<file path="config.mk">
export PLATFORM = sky130hd
export DESIGN_NAME = k16_cpu_flat
export DESIGN_NICKNAME = d
export VERILOG_FILES = /design/src/rtl/k16_bus_if.sv /design/src/rtl/k16_cpu.sv /design/src/flat_wrapper.sv
export SDC_FILE = /design/constraint.sdc
export NUM_CORES = 1
export LEC_CHECK = 0
export CAP_MARGIN = 20
export CELL_PAD_IN_SITES_DETAIL_PLACEMENT = 0
export CELL_PAD_IN_SITES_GLOBAL_PLACEMENT = 2
export CORE_MARGIN = 2
export CORE_UTILIZATION = 37
export DETAILED_ROUTE_END_ITERATION = 16
export GPL_TIMING_DRIVEN = 0
export PLACE_DENSITY = 0.75
export SLEW_MARGIN = 20
export SYNTH_ARGS = -nofsm -noshare
export SYNTH_HDL_FRONTEND = slang
export SYNTH_SLANG_ARGS = --single-unit
</file>
<file path="constraint.sdc">
create_clock -name clk -period 4.3 [get_ports clk]
set_input_delay 0.86 -clock clk [delete_from_list [all_inputs] [get_ports clk]]
set_output_delay 0.86 -clock clk [all_outputs]
set_load 0.01 [all_outputs]
</file>
<file path="src/rtl/k16_bus_if.sv">
// K16 memory bus: one synchronous word-addressed port with a one-cycle read latency.
interface k16_bus_if;
    logic [15:0] address;
    logic [15:0] data_in;
    logic [15:0] data_out;
    logic        write;

    modport master (
        output address,
        output data_out,
        output write,
        input  data_in
    );

    modport slave (
        input  address,
        input  data_out,
        input  write,
        output data_in
    );
endinterface

</file>
<file path="src/rtl/k16_cpu.sv">
// K16 multi-cycle core: eight registers, Z/N/C flags, 8-opcode ISA, one memory bus.
//
// state   | meaning
// --------+-------------------------------------------------------------
// FETCH   | address = PC, issue instruction read
// WAIT    | address = PC, read data in flight
// EXEC    | instruction on data_in; commit non-memory ops, or start LD/ST
// MEM     | address = EA; a store drives write/data_out for this one cycle
// MWAIT   | address = EA, load data in flight
// LOAD    | load data on data_in, written to the target register
// HALT    | terminal; only reset leaves it
module k16_cpu #(
    parameter logic [15:0] RESET_PC = 16'h0000
) (
    input  logic      clk,
    input  logic      reset,
    output logic      hold,
    output logic      busy,
    k16_bus_if.master bus
);

    typedef enum logic [2:0] {
        S_FETCH,
        S_WAIT,
        S_EXEC,
        S_MEM,
        S_MWAIT,
        S_LOAD,
        S_HALT
    } state_t;

    localparam logic [2:0] OP_ALU  = 3'b000;
    localparam logic [2:0] OP_ADDI = 3'b001;
    localparam logic [2:0] OP_LDST = 3'b010;
    localparam logic [2:0] OP_LDI  = 3'b011;
    localparam logic [2:0] OP_JMP  = 3'b100;
    localparam logic [2:0] OP_BR   = 3'b101;
    localparam logic [2:0] OP_JAL  = 3'b110;
    localparam logic [2:0] OP_HALT = 3'b111;

    state_t      state;
    logic [15:0] pc;
    logic [15:0] regs [8];
    logic        flag_z;
    logic        flag_n;
    logic        flag_c;
    logic        ir_store;
    logic [2:0]  ir_reg;

    // Instruction fields, decoded straight off the bus while in EXEC.
    logic [15:0] instr;
    logic [2:0]  op;
    logic [2:0]  f_rd;
    logic [2:0]  f_ra;
    logic [2:0]  f_rb;
    logic [3:0]  func;
    logic [15:0] ra_val;
    logic [15:0] rb_val;
    logic [15:0] base_val;
    logic [15:0] st_val;
    logic [15:0] pc_inc;

    assign instr    = bus.data_in;
    assign op       = instr[15:13];
    assign f_rd     = instr[12:10];
    assign f_ra     = instr[9:7];
    assign f_rb     = instr[6:4];
    assign func     = instr[3:0];
    assign ra_val   = regs[f_ra];
    assign rb_val   = regs[f_rb];
    assign base_val = regs[instr[8:6]];
    assign st_val   = regs[instr[11:9]];
    assign pc_inc   = pc + 16'd1;

    // Execute-stage results: bit 16 of res carries the C flag value.
    logic [16:0] res;
    logic        wr_en;
    logic        flg_en;
    logic        br_taken;
    logic [15:0] next_pc;
    logic [15:0] mem_ea;

    // Branch condition evaluation against the committed flags.
    always_comb begin
        br_taken = 1'b0;
        case (instr[12:10])
            3'd0: br_taken = flag_z;
            3'd1: br_taken = ~flag_z;
            3'd2: br_taken = flag_c;
            3'd3: br_taken = ~flag_c;
            3'd4: br_taken = flag_n;
            3'd5: br_taken = ~flag_n;
            3'd6: br_taken = 1'b1;
            default: br_taken = 1'b0;
        endcase
    end

    // Datapath: result, register/flag write enables, next PC and effective address.
    always_comb begin
        res     = '0;
        wr_en   = 1'b0;
        flg_en  = 1'b0;
        next_pc = pc_inc;
        mem_ea  = base_val + {{10{instr[5]}}, instr[5:0]};
        case (op)
            OP_ALU: begin
                // funcs 8..15 leave everything untouched
                if (!func[3]) begin
                    wr_en  = 1'b1;
                    flg_en = 1'b1;
                    case (func[2:0])
                        3'd0: res = {1'b0, ra_val} + {1'b0, rb_val};
                        3'd1: res = {(ra_val < rb_val), ra_val - rb_val};
                        3'd2: res = {1'b0, ra_val & rb_val};
                        3'd3: res = {1'b0, ra_val | rb_val};
                        3'd4: res = {1'b0, ra_val ^ rb_val};
                        3'd5: res = {ra_val[15], ra_val[14:0], 1'b0};
                        3'd6: res = {ra_val[0], 1'b0, ra_val[15:1]};
                        default: res = {1'b0, rb_val};
                    endcase
                end
            end
            OP_ADDI: begin
                wr_en  = 1'b1;
                flg_en = 1'b1;
                res    = {1'b0, ra_val} + {1'b0, {9{instr[6]}}, instr[6:0]};
            end
            OP_LDI: begin
                wr_en = 1'b1;
                res   = {7'b0, instr[9:0]};
            end
            OP_JMP: begin
                next_pc = pc_inc + {{3{instr[12]}}, instr[12:0]};
            end
            OP_BR: begin
                if (br_taken) begin
                    next_pc = pc_inc + {{6{instr[9]}}, instr[9:0]};
                end
            end
            OP_JAL: begin
                // target comes from the pre-commit ra, so rd == ra still jumps to old ra
                wr_en   = 1'b1;
                res     = {1'b0, pc_inc};
                next_pc = ra_val;
            end
            default: begin
                res = '0;
            end
        endcase
    end

    // Sequencer: state, architectural registers and registered bus outputs.
    always_ff @(posedge clk or negedge reset) begin
        if (!reset) begin
            state        <= S_FETCH;
            pc           <= RESET_PC;
            for (int i = 0; i < 8; i++) begin
                regs[i] <= '0;
            end
            flag_z       <= 1'b0;
            flag_n       <= 1'b0;
            flag_c       <= 1'b0;
            ir_store     <= 1'b0;
            ir_reg       <= '0;
            hold         <= 1'b0;
            busy         <= 1'b0;
            bus.address  <= RESET_PC;
            bus.data_out <= '0;
            bus.write    <= 1'b0;
        end else begin
            case (state)
                S_FETCH: begin
                    state <= S_WAIT;
                    busy  <= 1'b1;
                end
                S_WAIT: begin
                    state <= S_EXEC;
                end
                S_EXEC: begin
                    ir_store <= instr[12];
                    ir_reg   <= instr[11:9];
                    if (op == OP_HALT) begin
                        state <= S_HALT;
                        hold  <= 1'b1;
                    end else if (op == OP_LDST) begin
                        state       <= S_MEM;
                        pc          <= pc_inc;
                        bus.address <= mem_ea;
                        if (instr[12]) begin
                            bus.write    <= 1'b1;
                            bus.data_out <= st_val;
                        end
                    end else begin
                        if (wr_en) begin
                            regs[f_rd] <= res[15:0];
                        end
                        if (flg_en) begin
                            flag_z <= (res[15:0] == 16'h0000);
                            flag_n <= res[15];
                            flag_c <= res[16];
                        end
                        pc          <= next_pc;
                        bus.address <= next_pc;
                        state       <= S_FETCH;
                        busy        <= 1'b0;
                    end
                end
                S_MEM: begin
                    bus.write    <= 1'b0;
                    bus.data_out <= '0;
                    if (ir_store) begin
                        state       <= S_FETCH;
                        bus.address <= pc;
                        busy        <= 1'b0;
                    end else begin
                        state <= S_MWAIT;
                    end
                end
                S_MWAIT: begin
                    state <= S_LOAD;
                end
                S_LOAD: begin
                    regs[ir_reg] <= bus.data_in;
                    state        <= S_FETCH;
                    bus.address  <= pc;
                    busy         <= 1'b0;
                end
                default: begin
                    state <= S_HALT;
                end
            endcase
        end
    end

endmodule

</file>
<file path="src/flat_wrapper.sv">
// flat-port wrapper written by rule: the top's interface ports become plain ports
module k16_cpu_flat 
#(
    parameter logic [15:0] RESET_PC = 16'h0000
)
  (clk, reset, hold, busy, bus_address, bus_data_out, bus_write, bus_data_in);
  k16_bus_if bus_i ();
  input  logic clk;
  input  logic reset;
  output logic hold;
  output logic busy;
  output wire logic [$bits(bus_i.address)-1:0] bus_address;
  output wire logic [$bits(bus_i.data_out)-1:0] bus_data_out;
  output wire logic [$bits(bus_i.write)-1:0] bus_write;
  input wire logic [$bits(bus_i.data_in)-1:0] bus_data_in;
  assign bus_address = bus_i.address;
  assign bus_data_out = bus_i.data_out;
  assign bus_write = bus_i.write;
  assign bus_i.data_in = bus_data_in;
  k16_cpu #(.RESET_PC(RESET_PC)) u_core (.clk(clk), .reset(reset), .hold(hold), .busy(busy), .bus(bus_i));
endmodule
</file>
==> results.toml, run 1 <==
[outcome]
status = "complete, but fails checks"
violations = "negative setup slack"

[power]
switching_share = 0.5057
combPwrFrac = 0.686
leakagePower_nw = 9.504
seq_power_share = 0.212
ir_worst_vdd_uv = 397.9
finalPower_mw = 16.11
power.switching_mw = 8.147
p_int_mw = 7.962
powerDensity_nw_per_um2 = 658.7
p_clk_frac = 0.103

[layout]
layout_commonest_cell = "nand2_1"
mostFrequentLayoutCells = "nand2_1, dfrtp_1, o21ai_0"
regMostFlops = "u_core.regs"
final_nets = 2460
largest_reg_flops = 128
multiInputGateArea_um2 = 14880
drive_above_1_share = 0.2708
fin_cells = 3026
nFillCells = 5000
seqCellArea_um2 = 4731
syn2layout_area_growth_pct = 27.39
final_cell_area_um2 = 24460

[clock_tree]
cts_tree = "built"
clk_path_buf_depth = 2
clk_pin_slew_ns = 0.08
cts_buffers = 17
root_buffer = "clkbuf_16"
cts-htree-levels = 4
clk_latency_ns = 0.49
ctsHoldBuffers = 0
cts.sinks = 189

[detailed_routing]
drt-total-wl_mm = 94.04
num_vias = 19850
ant_nets = 0
drc = 0
drtPass1Iterations = 5
drtIter0Drc = 2107
wire_per_inst_um = 31.08
via_per_inst = 6.560

[worst_setup_path]
critPathCaptureType = "register"
critPathLaunchType = "input pin"
worst-setup-path-type = "input pin to register"
worstPathMaxFanout = 7
cp.arrival_ns = 4.93
crit_required_ns = 4.67

[floorplanning]
row_count = 83
die_w_um = 231.8
io_pins = 53
core_um2 = 51300
die_y_um = 231.8
die_area_um2 = 53720
start_util = 0.3742

[min_path]
min_path_type = "input pin to asynchronous set/reset pin"

[sta]
worst_slack_ns = -0.2524
tightestPinTransition_ns = 1.143
min_period_ns = 4.552
max_freq_mhz = 219.7
grt_setup_unrepaired = "yes"
fin_crit_sh = 1.059
maxSlewViolCount = 0
clock_skew_ns = 0.01473
hold_violations = 0
max-slew-margin-rel = 0.2350
setup_viol = 51

[flow_run]
maxCapViolations = 0

[global_route]
grt_use_met3 = 0.08755
grt_max_degree = 70
grtUsageMet2 = 0.5245
track_usage = 0.3464
grt_pass1_wl_mm = 134.2
grt_pass1_vias = 19090
met1_usage = 0.4512
top_usage_layer = "met2"
grt_overflow = 0
antenna_found_initial = 1

[synthesis]
seq_area_frac_synth = 0.2464
synth.avg_cell_area_um2 = 9.060
async_flop_share = 1.000
yosysUniqueCellTypes = 99
synth_ff_type = "dfrtp_1"
synth_area_um2 = 19200
ys_warn_count = 0
synth_edf_count = 0
syn_inst = 2119
synth_seq_cells = 189
synthesis.nets = 2247

[place]
place_hpwl_mm = 70.97
gp_congestion = 0.9795
placed_cell_area_um2 = 20800
post-place-ws_ns = -2.919
dp.cells = 2854
port_buffers = 52
worst paths after layout:
path                                                    start                            endpoint  slack, ns  cells past startpoint
max                                            bus_data_in[7]         u_core.regs[14]$_DFFE_PN0P_      -0.25                     18
min                                                     reset  u_core.bus.address[14]$_DFFE_PN0P_       0.30                      1
max reg2reg                       u_core.regs[64]$_DFFE_PN0P_           u_core.flag_z$_DFFE_PN0P_      -0.10                     18
min reg2reg                u_core.bus.data_out[1]$_DFFE_PN0P_  u_core.bus.data_out[1]$_DFFE_PN0P_       0.48                      2
max in group asynchronous                               reset         u_core.regs[50]$_DFFE_PN0P_       2.87                      3
min in group clk           u_core.bus.data_out[1]$_DFFE_PN0P_  u_core.bus.data_out[1]$_DFFE_PN0P_       0.48                      2
power groups by stage:
| stage | registers [mW] | logic [mW] | clock network [mW] |
|---|---|---|---|
| final | 3.41 | 11.0 | 1.66 |
| after global routing | 3.46 | 11.7 | 1.76 |
| after CTS | 3.31 | 9.90 | 1.69 |
| after detailed placement | 3.34 | 8.59 | 0 |
| after global placement | 3.29 | 8.57 | 0 |
| after floorplan | 3.00 | 5.77 | 0 |
area by class of cell:
cell class              count  area share
diodes                      1   0.0001023
plain buffers             161     0.04221
clock buffers              18     0.01755
clock inverters            14    0.006088
inverters                  76     0.01218
multi-input cells        1689      0.6084
flip-flops and latches    189      0.1934
well taps                 680     0.03479
repair buffers            198     0.08523
synthesized netlist by cell type (20+ instances only):
cell type	instances	area share
nand2_1	230	0.045
dfrtp_1	189	0.25
o21ai_0	182	0.047
nor2_1	163	0.032
a21oi_1	138	0.036
clkbuf_1	117	0.023
mux4_2	111	0.13
ha_1	105	0.068
inv_1	73	0.014
o21a_1	53	0.021
o221ai_1	49	0.022
a22oi_1	48	0.019
xnor2_1	41	0.019
mux2i_1	37	0.019
nand3_1	33	0.0086
nor3_1	30	0.0078
o22a_1	30	0.014
buf_2	29	0.0076
a211oi_1	24	0.0094
xor2_1	23	0.010
nor2b_1	20	0.0065
o22ai_1	20	0.0065
stage by stage:
stage	utilization	hold WS (ns)	setup TNS, ns
floorplan	-	0.4508	-0.7652
global placement	0.4038	0.4611	-1481.69
detailed placement	0.4055	0.4729	-310.48
CTS	0.4525	0.3123	-3.584
global route	0.4767	0.3301	-7.951
finish	0.4767	0.3031	-4.286
timing repair:
| action | CTS | global route |
|---|---|---|
| buffers inserted | 88 | 51 |
| pin swaps | 42 | 76 |
| hold endpoints to repair | 0 | 0 |
| resized for setup | 250 | 170 |
| setup endpoints to repair | 155 | 111 |
| cloned | 2 | 4 |
kinds of logic (layout without fill, tap and decap cells):
logic type                 Yosys count  after routing  synth area share
adders and majority gates          110            110           0.07365
xor gates and xnor gates            64             64           0.02920
and+or+nand+nor                    575            575            0.1356
AOI/OAI and AO/OA                  742            744            0.2655
buffers and inverters              243            467           0.05358
muxes                              196            196            0.1961
other                                0              1                 0
DFF                                189            189            0.2464
critical path, stage by stage:
cell	delay, ns
buf_12	0.10
buf_12	0.12
buf_12	0.13
mux4_2	0.53
mux2i_4	0.31
inv_2	0.11
ha_4	0.19
fa_2	0.38
a211oi_4	0.29
o21a_1	0.22
o31ai_4	0.08
a31o_4	0.26
a31oi_4	0.33
xnor2_4	0.17
a221oi_4	0.31
buf_12	0.19
nor3_4	0.04
a221o_1	0.28
routing by layer:
layer,part of all wire,vias up
li1,-,8554
met1,0.40,9948
met2,0.44,1118
met5,0,-
met4,0.060,0
met3,0.096,232
No activity file was read; power rests on OpenSTA's default activity.
==> run 2: changes to the inputs <==
--- a/config.mk
+++ b/config.mk
@@ -6,13 +6,12 @@
 export NUM_CORES = 1
 export LEC_CHECK = 0
 export CAP_MARGIN = 20
-export CELL_PAD_IN_SITES_DETAIL_PLACEMENT = 0
-export CELL_PAD_IN_SITES_GLOBAL_PLACEMENT = 2
+export CELL_PAD_IN_SITES_DETAIL_PLACEMENT = 1
+export CELL_PAD_IN_SITES_GLOBAL_PLACEMENT = 1
 export CORE_MARGIN = 2
 export CORE_UTILIZATION = 37
 export DETAILED_ROUTE_END_ITERATION = 16
-export GPL_TIMING_DRIVEN = 0
-export PLACE_DENSITY = 0.75
+export PLACE_DENSITY = 0.63
 export SLEW_MARGIN = 20
 export SYNTH_ARGS = -nofsm -noshare
 export SYNTH_HDL_FRONTEND = slang
==> run 2 against run 1 <==
The run now ends clean; routed wire length fell by 5.4%; final area is 0.15% higher; utilization increased by 0.071 points; sequential cell count did not move; global-route usage down 1.6 points; total power shrank 1.6%; worst hold slack better by 0.072 ns; worst setup slack improved by 0.30 ns.
==> results.toml, run 2 (synthesis gave the netlist of run 1 again) <==
[outcome]
status = "finished, final reports clean"

[floorplanning]
row_count = 83
die_w_um = 231.8
die_y_um = 231.8
start_util = 0.3742
die_area_um2 = 53720
core_um2 = 51300
io_pins = 53

[detailed_routing]
ant_nets = 0
highest-signal-layer = "met5"
wl_met2_mm = 41.45
num_vias = 20030
drtIter0Drc = 1635
drtPass1Iterations = 6
drc = 0
via_per_inst = 6.369
drt-total-wl_mm = 89.01
wire_per_inst_um = 28.30
wl_met3_mm = 5.741
drt-met1-wl_mm = 36.67

[power]
ir_worst_vdd_uv = 351.7
finalPower_mw = 15.85
p_clk_frac = 0.110
powerDensity_nw_per_um2 = 647.2
seq_power_share = 0.216
p_int_mw = 8.251
leakagePower_nw = 10.21
combPwrFrac = 0.674
switching_share = 0.4794
power.switching_mw = 7.599

[layout]
largest_reg_flops = 128
layout_commonest_cell = "buf_4"
n_antenna_cell = 0
fin_cells = 3145
fin_util = 0.4774
mostFrequentLayoutCells = "buf_4, nand2_1, dfrtp_1"
regMostFlops = "u_core.regs"
final_cell_area_um2 = 24490
drive_above_1_share = 0.3018
final_nets = 2580
nFillCells = 5922
syn2layout_area_growth_pct = 27.58

[sta]
grt_setup_unrepaired = "yes"
hold_violations = 0
max-slew-margin-rel = 0.3402
worst_slack_ns = 0.04933
tns_ns = 0
fin_hold_ws_ns = 0.3755
clock_skew_ns = 0.02456
maxSlewViolCount = 0
tightestPinTransition_ns = 0.9897
setup_viol = 0
min_period_ns = 4.251
max_freq_mhz = 235.3
fin_crit_sh = 0.9885

[place]
post-place-ws_ns = -0.9242
placed_cell_area_um2 = 23210
gp_congestion = 0.9496
port_buffers = 52
dp.cells = 3092
place_hpwl_mm = 68.83

[worst_setup_path]
critPathLaunchType = "input pin"
worstPathMaxFanout = 8
cp_common_cell = "buf_4"
critPathCaptureType = "register"
critical_path.slowest_cell = "mux4_2"
cp.arrival_ns = 4.62
crit_required_ns = 4.67
crit_chain = "buf_12, mux4_2, mux2_4, ha_4, fa_2, nor2_4, o211ai_1, buf_4, a2111oi_4, nor2_2, buf_4, o21a_1, nor3_2, buf_4, o31ai_4, buf_12, buf_4, a22oi_1, a21oi_1"
crit_family = "compound AO/OA/AOI/OAI gates"
worst-setup-path-type = "input pin to register"
critPathMaxStageDelay_ns = 0.52
crit_buf_inv = 6

[clock_tree]
clk_pin_slew_ns = 0.09
cts_tree = "built"
cts-htree-levels = 4
cts_buffers = 17
clk_latency_ns = 0.51
root_buffer = "clkbuf_16"
clk_path_buf_depth = 2
cts.sinks = 189
ctsHoldBuffers = 0

[global_route]
track_usage = 0.3306
grt_pass1_vias = 20950
grt_max_degree = 79
grt_overflow = 0
antenna_found_initial = 5
grt_pass1_wl_mm = 132.1

[min_path]
min_path_type = "input pin to asynchronous set/reset pin"

[flow_run]
maxCapViolations = 0
## run 2: cell count changes in the layout (fill, tap and decap cells not counted), sizes merged
| cell | change |
|---|---|
| a221oi | -1 |
| buf | +239 |
| clkbuf | -116 |
| clkdlybuf4s15 | -1 |
| clkinv | +2 |
| clkinvlp | -3 |
| diode | -1 |
| dlymetal6s2s | -1 |
| inv | +2 |
| o21ai | -1 |
## run 2: final timing paths
| path | from | end | slack, ns | cells after the start |
|---|---|---|---|---|
| min reg2reg | u_core.bus.address[0]$_DFFE_PN0P_ | u_core.bus.address[0]$_DFFE_PN0P_ | 0.48 | 1 |
| min | reset | u_core.regs[27]$_DFFE_PN0P_ | 0.38 | 1 |
| max | bus_data_in[4] | u_core.regs[124]$_DFFE_PN0P_ | 0.05 | 19 |
| min in group clk | u_core.bus.address[0]$_DFFE_PN0P_ | u_core.bus.address[0]$_DFFE_PN0P_ | 0.48 | 1 |
| max reg2reg | u_core.regs[48]$_DFFE_PN0P_ | u_core.regs[124]$_DFFE_PN0P_ | 0.17 | 18 |
| max in group asynchronous | reset | u_core.bus.address[3]$_DFFE_PN0P_ | 2.86 | 2 |
## run 2: what timing repair did
item,CTS,global route
cloned,0,1
gates resized for setup,41,64
setup buffers,9,12
setup endpoints to repair,79,67
pin swaps,9,20
## run 2: area by class of cell
cell class	count	area, um2	share of cell area
inverter	76	289.0	0.01180
sequential	189	4730	0.1931
clock inverter	15	203.9	0.008327
clock buffer	17	425.4	0.01737
tap	680	850.8	0.03474
multi-input combinational	1687	13940	0.5691
timing repair buffer	481	4055	0.1656
## run 2: per-layer routing
metal  up-vias  GRT usage
li1       8776          -
met1     10250     0.4225
met2       781     0.5321
met3       224    0.05464
met4         4     0.1839
met5         -          0
## run 2: power groups by stage
stage                     sequential, mW  clock [mW]  combinational, mW
final                               3.43        1.74               10.7
after global placement              3.32           0               9.73
after global routing                3.49        1.83               11.4
after floorplan                     3.00           0               5.77
after detailed placement            3.40           0               9.98
after CTS                           3.36        1.78               10.2
==> run 3: changes to the inputs <==
--- a/config.mk
+++ b/config.mk
@@ -5,6 +5,7 @@
 export SDC_FILE = /design/constraint.sdc
 export NUM_CORES = 1
 export LEC_CHECK = 0
+export ABC_AREA = 0
 export CAP_MARGIN = 20
 export CELL_PAD_IN_SITES_DETAIL_PLACEMENT = 1
 export CELL_PAD_IN_SITES_GLOBAL_PLACEMENT = 1
==> results of run 3 <==
The final DEF is identical to that of run 2; final timing and power are the same.
